[src/rtl/mcu_spi_pkg.sv]
// rtl/mcu_spi_pkg.sv - shared constants, packet length, FSM type and CRC-8 step (MCU_SPI_CRC_EN)
package mcu_spi_pkg;
    localparam logic [7:0] HEADER_DEFAULT   = 8'hAA;
    localparam int         BYTES_PER_SENSOR = 15;
    localparam int         QUAT_W           = 64;
    localparam int         GYRO_W           = 48;

    localparam int FLAG_QUAT_VALID = 0;
    localparam int FLAG_GYRO_VALID = 1;
    localparam int FLAG_OVERRUN    = 2;

`ifdef MCU_SPI_CRC_EN
    localparam int CRC_BYTES = 1;

    // CRC-8, poly 0x07, one data byte per call, MSB first
    function automatic logic [7:0] crc8_step(input logic [7:0] crc, input logic [7:0] data);
        logic [7:0] c;
        c = crc ^ data;
        for (int i = 0; i < 8; i++)
            c = c[7] ? ((c << 1) ^ 8'h07) : (c << 1);
        return c;
    endfunction
`else
    localparam int CRC_BYTES = 0;
`endif

    typedef enum logic {IDLE, READY} fsm_t;

    function automatic int packet_len(input int num_sensors);
        return 2 + BYTES_PER_SENSOR * num_sensors + CRC_BYTES;
    endfunction
endpackage

[src/rtl/mcu_spi_packet_tx_sync.sv]
// rtl/mcu_spi_packet_tx_sync.sv - spi_pin_sync: multi-flop synchroniser with rise/fall detect
module spi_pin_sync #(
    parameter int STAGES = 2
) (
    input  logic clk,
    input  logic rst_n,
    input  logic pin,
    output logic level,
    output logic rise,
    output logic fall
);
    logic [STAGES-1:0] chain;
    logic              prev;

    always_ff @(posedge clk or negedge rst_n) begin
        if (!rst_n) begin
            chain <= '0;
            prev  <= 1'b0;
        end else begin
            chain <= {chain[STAGES-2:0], pin};
            prev  <= chain[STAGES-1];
        end
    end

    assign level = chain[STAGES-1];
    assign rise  = level & ~prev;
    assign fall  = ~level & prev;
endmodule

[src/rtl/mcu_spi_packet_tx.sv]
// rtl/mcu_spi_packet_tx.sv - SPI mode-0 slave packet transmitter of snapshotted sensor data
// Optional CRC-8 trailer byte when MCU_SPI_CRC_EN is defined.
module mcu_spi_packet_tx
    import mcu_spi_pkg::*;
#(
    parameter int         NUM_SENSORS = 2,
    parameter logic [7:0] HEADER      = HEADER_DEFAULT,
    parameter int         SYNC_STAGES = 2
) (
    input  logic                          clk,
    input  logic                          rst_n,
    input  logic                          sck,
    input  logic                          sdi,
    output logic                          sdo,
    input  logic                          load,
    output logic                          done,
    input  logic [NUM_SENSORS-1:0]        quat_valid,
    input  logic [NUM_SENSORS-1:0]        gyro_valid,
    input  logic [QUAT_W*NUM_SENSORS-1:0] quat_data,
    input  logic [GYRO_W*NUM_SENSORS-1:0] gyro_data,
    output logic [7:0]                    rx_byte
);
    localparam int                LEN      = packet_len(NUM_SENSORS);
    localparam int                BITS     = 8 * LEN;
    localparam int                IDX_W    = $clog2(BITS + 1);
    localparam logic [IDX_W-1:0]  LAST_IDX = IDX_W'(BITS);
    localparam int                CH_BITS  = 8 * BYTES_PER_SENSOR;

    fsm_t              state;
    logic [BITS-1:0]   pkt;
    logic [BITS-1:0]   pkt_next;
    logic [IDX_W-1:0]  bit_idx;
    logic [7:0]        seq;
    logic              overrun;
    logic              pending;
    logic              has_valid_q;
    logic              new_data;
    logic [7:0]        rx_shift;
    logic [2:0]        rx_cnt;
    logic [7:0]        flags;
    logic              sck_rise, sck_fall, sdi_s, load_rise;
    logic              unused_sck_lvl, unused_sdi_rise, unused_sdi_fall;
    logic              unused_load_lvl, unused_load_fall;

    spi_pin_sync #(.STAGES(SYNC_STAGES)) u_sync_sck (
        .clk(clk), .rst_n(rst_n), .pin(sck),
        .level(unused_sck_lvl), .rise(sck_rise), .fall(sck_fall)
    );
    spi_pin_sync #(.STAGES(SYNC_STAGES)) u_sync_sdi (
        .clk(clk), .rst_n(rst_n), .pin(sdi),
        .level(sdi_s), .rise(unused_sdi_rise), .fall(unused_sdi_fall)
    );
    spi_pin_sync #(.STAGES(SYNC_STAGES)) u_sync_load (
        .clk(clk), .rst_n(rst_n), .pin(load),
        .level(unused_load_lvl), .rise(load_rise), .fall(unused_load_fall)
    );

    assign new_data = (|quat_valid | |gyro_valid) & ~has_valid_q;

`ifdef MCU_SPI_CRC_EN
    logic [7:0] crc;
`endif

    // Packet image laid out MSB-first so byte 0 leaves the shifter first
    always_comb begin
        pkt_next = '0;
        flags    = '0;
        pkt_next[BITS-1 -: 16] = {HEADER, seq};
        for (int k = 0; k < NUM_SENSORS; k++) begin
            flags                  = '0;
            flags[FLAG_QUAT_VALID] = quat_valid[k];
            flags[FLAG_GYRO_VALID] = gyro_valid[k];
            flags[FLAG_OVERRUN]    = overrun;
            pkt_next[BITS-17-CH_BITS*k -: CH_BITS] =
                {quat_data[QUAT_W*k +: QUAT_W], gyro_data[GYRO_W*k +: GYRO_W], flags};
        end
`ifdef MCU_SPI_CRC_EN
        crc = 8'h00;
        for (int b = 0; b < LEN - 1; b++)
            crc = crc8_step(crc, pkt_next[BITS-1-8*b -: 8]);
        pkt_next[7:0] = crc;
`endif
    end

    always_ff @(posedge clk or negedge rst_n) begin
        if (!rst_n) begin
            state       <= IDLE;
            pkt         <= '0;
            bit_idx     <= '0;
            seq         <= 8'h00;
            overrun     <= 1'b0;
            pending     <= 1'b0;
            has_valid_q <= 1'b0;
            rx_shift    <= 8'h00;
            rx_cnt      <= 3'd0;
            rx_byte     <= 8'h00;
        end else begin
            has_valid_q <= |quat_valid | |gyro_valid;
            case (state)
                IDLE: begin
                    if (new_data || pending) begin
                        pkt     <= pkt_next;
                        seq     <= seq + 8'd1;
                        overrun <= 1'b0;
                        pending <= 1'b0;
                        bit_idx <= '0;
                        rx_cnt  <= 3'd0;
                        state   <= READY;
                    end
                end
                READY: begin
                    if (load_rise) begin
                        // an event landing on the ack is carried into the next packet
                        pending <= new_data;
                        bit_idx <= '0;
                        state   <= IDLE;
                    end else begin
                        if (new_data)
                            overrun <= 1'b1;
                        if (sck_fall && bit_idx != LAST_IDX) begin
                            bit_idx <= bit_idx + 1'b1;
                            pkt     <= {pkt[BITS-2:0], 1'b0};
                        end
                        if (sck_rise) begin
                            rx_shift <= {rx_shift[6:0], sdi_s};
                            rx_cnt   <= rx_cnt + 3'd1;
                            if (rx_cnt == 3'd7)
                                rx_byte <= {rx_shift[6:0], sdi_s};
                        end
                    end
                end
                default: state <= IDLE;
            endcase
        end
    end

    assign done = (state == READY);
    assign sdo  = (state == READY) ? pkt[BITS-1] : 1'b0;
endmodule
[config.mk]
export PLATFORM = sky130hd
export DESIGN_NAME = mcu_spi_packet_tx
export DESIGN_NICKNAME = d
export VERILOG_FILES = /design/src/rtl/mcu_spi_pkg.sv /design/src/rtl/mcu_spi_packet_tx_sync.sv /design/src/rtl/mcu_spi_packet_tx.sv
export SDC_FILE = /design/constraint.sdc
export NUM_CORES = 1
export LEC_CHECK = 0
export CORE_MARGIN = 2
export CORE_UTILIZATION = 38
export CTS_CLUSTER_SIZE = 40
export DETAILED_ROUTE_END_ITERATION = 16
export MAX_ROUTING_LAYER = met4
export PLACE_DENSITY = 0.72
export SYNTH_ARGS = -nofsm -noshare
export SYNTH_HDL_FRONTEND = slang
export SYNTH_SLANG_ARGS = --single-unit
export TNS_END_PERCENT = 30
[constraint.sdc]
create_clock -name clk -period 1.9 [get_ports clk]
set_clock_uncertainty 0.05 [all_clocks]
set_input_delay 0.38 -clock clk [delete_from_list [all_inputs] [get_ports clk]]
set_output_delay 0.38 -clock clk [all_outputs]
set_load 0.03 [all_outputs]
# [Yosys cells after proc, flatten, opt, wreduce, memory -nomap -nowiden]
# Index checks and enable logic that the tools add are counted.
[totals] register_bits=303 latch_bits=0 ramBits=0 rom_bits=0 input_bits=233 elab_cells=72 n_memories=0
[op_classes] addsub=3 n_mul=0 div_mod_pow=0 n_lt_le_gt_ge=0 eq_ne=9 n_shift=0 muxes=22 bitwise_logic=11 reduce_logical=12
[ops] operator="$mux W256" count=3
[ops] operator="$pmux W256 S2" count=1
[ops] operator="$mux W9" count=3
[ops] operator="$pmux W9 S2" count=1
[ops] operator="$reduce_and A3 Y1" count=4
[ops] operator="$add A9 B1 Y9 const B" count=1
[ops] operator="$mux W3" count=3
[ops] operator="$ne A9 B9 Y1 const B" count=1
[ops] operator="$add A8 B1 Y8 const B" count=1
[ops] operator="$ne A2 B1 Y1 const B" count=4
[ops] operator="$mux W1" count=7
[ops] operator="$not A1 Y1" count=6
[ops] operator="$pmux W1 S2" count=3
[ops] operator="$pmux W3 S2" count=1
[ops] operator="$reduce_and A2 Y1" count=3
[ops] operator="$and A1 B1 Y1" count=4
[ops] operator="$ne A2 B2 Y1 const B" count=2
[ops] operator="$reduce_and A4 Y1" count=1
[ops] operator="$reduce_or A2 Y1" count=2
[ops] operator="$add A3 B1 Y3 const B" count=1
[ops] operator="$eq A3 B3 Y1 const B" count=1
[ops] operator="$ne A3 B1 Y1 const B" count=1
[ops] operator="$logic_and A1 B1 Y1" count=1
[ops] operator="$logic_or A1 B1 Y1" count=1
[ops] operator="$or A1 B1 Y1" count=1

# [Logic depth before layout (Yosys ltp)]
[depth] word_depth=6 mapped_depth=8 mapped_depth_nobuf=5

# [Modules after synthesis]
# A second synthesis with hierarchy kept.
[hier_totals] hier_cells=985 area_unflattened_um2=14990.6
[modules_own_cells] mod="mcu_spi_packet_tx" n_inst=1 cells_per_inst=970 area_per_inst_um2=14720.4
[modules_own_cells] mod="spi_pin_sync" n_inst=3 cells_per_inst=5 area_per_inst_um2=90.1

# [Worst setup path before layout]
# OpenSTA, ideal clock, no wires.
[synth_path] path_kind="input -> register" start="input gyro_valid[0]" end="register pkt[100]" setup_time_ps=125 t_arrival_ps=2161 required_ps=1725 slack_ps=-436 path_stages=8 n_path_buf=4 path_cell_list="or4_1 > clkbuf_1 > a21o_1 > a22o_1 > buf_6 > buf_6 > buf_6 > mux2_4"
[synth_via] elab_chain_cells=6
[synth_lines] element="from (decl)" line_no="mcu_spi_packet_tx.sv:18" rtl="input logic [NUM_SENSORS-1:0] gyro_valid,"
[synth_lines] element="$reduce_or A2 Y1" line_no="mcu_spi_packet_tx.sv:58" rtl="assign new_data = (|quat_valid | |gyro_valid) & ~has_valid_q;"
[synth_lines] element="$or A1 B1 Y1" line_no="mcu_spi_packet_tx.sv:58"
[synth_lines] element="$and A1 B1 Y1" line_no="mcu_spi_packet_tx.sv:58"
[synth_lines] element="$logic_or A1 B1 Y1" line_no="mcu_spi_packet_tx.sv:101" rtl="if (new_data || pending) begin"
[synth_lines] element="$ne A2 B2 Y1 (no source line)"
[synth_lines] element="$reduce_and A3 Y1 (no source line)"
[synth_lines] element="to (signal assigned)" line_no="mcu_spi_packet_tx.sv:102" rtl="pkt <= pkt_next;"
[synth_lines] element="to (signal assigned)" line_no="mcu_spi_packet_tx.sv:122" rtl="pkt <= {pkt[BITS-2:0], 1'b0};"
[synth_lines] element="to (decl)" line_no="mcu_spi_packet_tx.sv:30" rtl="logic [BITS-1:0] pkt;"
# No other way between the ends.
# A chain may end at the register's enable or synchronous reset.

# [Worst setup path in the final report]
[layout_path] start="register bit_idx[5]" end="register pkt[20]"
[layout_via] elab_chain_cells=4
[layout_lines] element="from (decl)" line_no="mcu_spi_packet_tx.sv:32" rtl="logic [IDX_W-1:0] bit_idx;"
[layout_lines] element="from (signal assigned)" line_no="mcu_spi_packet_tx.sv:121" rtl="bit_idx <= bit_idx + 1'b1;"
[layout_lines] element="$ne A9 B9 Y1" line_no="mcu_spi_packet_tx.sv:120" rtl="if (sck_fall && bit_idx != LAST_IDX) begin"
[layout_lines] element="$logic_and A1 B1 Y1" line_no="mcu_spi_packet_tx.sv:120"
[layout_lines] element="$ne A2 B1 Y1 (no source line)"
[layout_lines] element="$reduce_and A3 Y1 (no source line)"
# No other way between the ends.

==> results.cfg <==
[critical_path]
arrival_time_worst_endpoint_ns = 2.43
rr_startpoint = bit_idx[5]
worst_r2r_setup_slack_ns = -0.15
worstSetupEndpointType = register
critical_path.startpoint = bit_idx[5]
cp_data_required_time_ns = 2.27
reg2reg_to = pkt[20]
reg2regPathDepth = 6
critPathKind = reg2reg
worst_setup_path_endpoint = pkt[20]
worstPathMaxFanout = 19
critPathLaunchType = register

[logic_synthesis]
number_of_enable_flip_flop_cells_after_synthesis = 0
synthesis.area_per_instance_um2 = 15.27
ys.warnings.count = 0
ys_seq_area_frac = 0.5081
synth.cell_area_um2 = 14920
postSynth.topFlopCell = dfrtp_1
synthesis.nets = 1215
synth_seq_cells = 303
ys_types = 38
postSynth.asyncResetShare = 1.000
syn_inst = 977

[clock_tree]
max-clock-path-buffers = 3
clock_latency_late_sink_ns = 0.54
number_of_clock_buffers_inserted_by_tritoncts = 37
cts_tree = yes
clock_edge_transition_at_the_registers_on_the_reported_setup_and_hold_paths_ns = 0.06
clockRootBuffer = clkbuf_16
clock-sinks = 303
htree_num_levels = 2

[detailed_routing]
detail_route.iter0.violations = 293
vias = 8958
ant_nets = 0
drcViolationCount = 0
detail_route.wl_per_cell_um = 18.25
drtPass1Iterations = 4
via_density = 4.898
detail_route.wirelength_mm = 33.38

[timing]
timing.final.max_slew_violations = 0
final.setup.worst_slack_ns = -0.1534
clock.fmax_mhz = 487.0
finalCritPeriodShare = 1.081
worst-slew-pin-transition_ns = 0.3824
finalHoldViolations = 0
maxSlewHeadroom = 0.7451
period_minus_slack_ns = 2.053
setup-violations-final = 241
grt_setup_unrepaired = true

[floorplan]
die-height_um = 202.2
die-area_um2 = 40870
initial_util = 0.3852
core_um2 = 38740
floorplan.io_pins = 243
num_rows = 72
die_x_um = 202.2

[status]
violations = setup timing
status = finished with violations

[worst_hold_path]
hold_start = load
timing.hold.worst.class = in2reg

[finish]
utilization = 0.5212
final.fill_count = 3212
final_cells = 1829
fin_area_um2 = 20190
area_growth_pct = 35.31
fin_nets = 1519
post_route_cells_drive_above_1_share = 0.4943
multi_input_comb_area_um2 = 7015
area.sequential_um2 = 7586

[global_routing]
track_usage = 0.1658
initial_antenna_violation_count = 4
vias_in_the_first_global_route = 9820
global_route.overflow_total = 0
grt_start_max_net_pins = 60
global_route_wire_length_before_repair_mm = 52.69

[placement]
postPlaceCellArea_um2 = 18290
hpwl_mm = 21.32
port_buffers = 242
weighted_congestion_reported_at_the_end_of_routability_driven_placement = 0.7849
place_inst = 1737
post-place-ws_ns = -0.8460

[power]
power.static_leakage_nw = 8.691
vdd_ir_drop_max_mv = 0.6998
design_power_total_mw = 24.99
power_per_cell_area_nw_per_um2 = 1238

[flow_run]
timing.max_cap.violations = 0
[report_power, final]
group / switching (mW) / internal, mW
clock network: 2.81 / 4.47
logic: 1.97 / 4.96
registers: 1.55 / 9.23
[cell families after synthesis]
family                   synth area share
multiplexers                       0.4105
AND/OR/NAND/NOR                   0.01786
flip-flops                         0.5081
XOR/XNOR                         0.004696
AO/OA/AOI/OAI                     0.02541
adder cells (fa/ha/maj)          0.004193
buffers and inverters             0.02918
[registers in the layout, indices dropped and copies added (netlist names)]
| name | count |
|---|---|
| bit_idx | 9 |
| done | 1 |
| has_valid_q | 1 |
| overrun | 1 |
| pending | 1 |
| pkt | 256 |
| rx_byte | 8 |
| rx_cnt | 3 |
| rx_shift | 7 |
| seq | 8 |
| u_sync_load.chain | 2 |
| u_sync_load.prev | 1 |
| u_sync_sck.chain | 2 |
| u_sync_sck.prev | 1 |
| u_sync_sdi.chain | 2 |
[worst min path at each step]
stage,slack [ns],cells past startpoint,to
floorplan,0.03,0,bit_idx[0]
global placement,0.26,1,pkt[78]
detailed placement,0.26,1,pkt[78]
CTS,0.20,1,u_sync_load.chain[0]
global route,0.21,1,u_sync_load.chain[0]
finish,0.23,1,u_sync_load.chain[0]
[through the flow]
stage	hold slack (ns)	setup TNS [ns]
6_report	0.2343	-24.51
5_1_grt	0.2073	-36.54
4_1_cts	0.1986	-42.17
3_5_place_dp	0.2637	-209.94
3_3_place_gp	0.2622	-206.93
2_1_floorplan	0.03441	-88.78
[cells in the mapped netlist (6+ instances only)]
cell type	instances	share of area
clkbuf_1	33	0.0083
inv_1	11	0.0028
nand3_1	11	0.0037
a31oi_1	6	0.0025
mux2_2	312	0.24
buf_2	6	0.0020
buf_6	21	0.016
xor2_1	7	0.0041
a22o_1	16	0.0094
nand2_1	8	0.0020
mux2_4	172	0.17
a21oi_1	9	0.0030
dfrtp_1	303	0.51
[cell type report]
type	count	area share
antenna	4	0.0004958
timing repair buffer	325	0.1798
tap	518	0.03210
multi-input combinational	603	0.3475
sequential	303	0.3757
inverter	11	0.002045
clock inverter	19	0.01239
clock buffer	46	0.05001
[worst max-delay path, cell delays in order, from the launching register on]
cell,delay (ns)
dfrtp_1,0.41
nor4_4,0.32
a41oi_4,0.18
a22o_4,0.27
buf_12,0.16
clkbuf_16,0.22
mux2_4,0.31
[cell usage in the layout, fill, tap and decap left out, types with 4 or more instances in the layout]
cell	Yosys	final
clkbuf_8	0	5
buf_4	0	40
clkbuf_16	0	42
nand2_1	8	7
o21ai_0	4	4
buf_6	21	6
dlygate4sd2_1	0	11
clkdlybuf4s50_1	0	227
buf_16	0	9
mux2_2	312	312
clkinvlp_4	0	6
and3_1	4	4
ha_1	5	4
clkbuf_1	33	4
inv_1	11	11
diode_2	0	4
xor2_1	7	7
buf_12	0	18
a31oi_1	6	6
a21oi_1	9	9
nand3_1	11	10
o22a_1	4	4
buf_8	0	5
clkinv_2	0	4
a22o_1	16	15
mux2_4	172	172
dfrtp_1	303	302
bufinv_16	0	5
nor2_1	5	4
[metal layers]
metal | part of all wire | GRT usage
met5 | 0 | -
met4 | 0.024 | 0.06283
met3 | 0.061 | 0.04466
met2 | 0.47 | 0.2531
met1 | 0.45 | 0.2114
[repair_timing]
item                       in CTS  in global routing
pin swaps                       3                  6
resized for setup              39                 18
buffers inserted                6                  2
hold endpoints to repair       30                  0
hold buffers                    1                  0
gates cloned                    7                  7
setup endpoints to repair     270                263
Power figures use the tool's default switching activity.
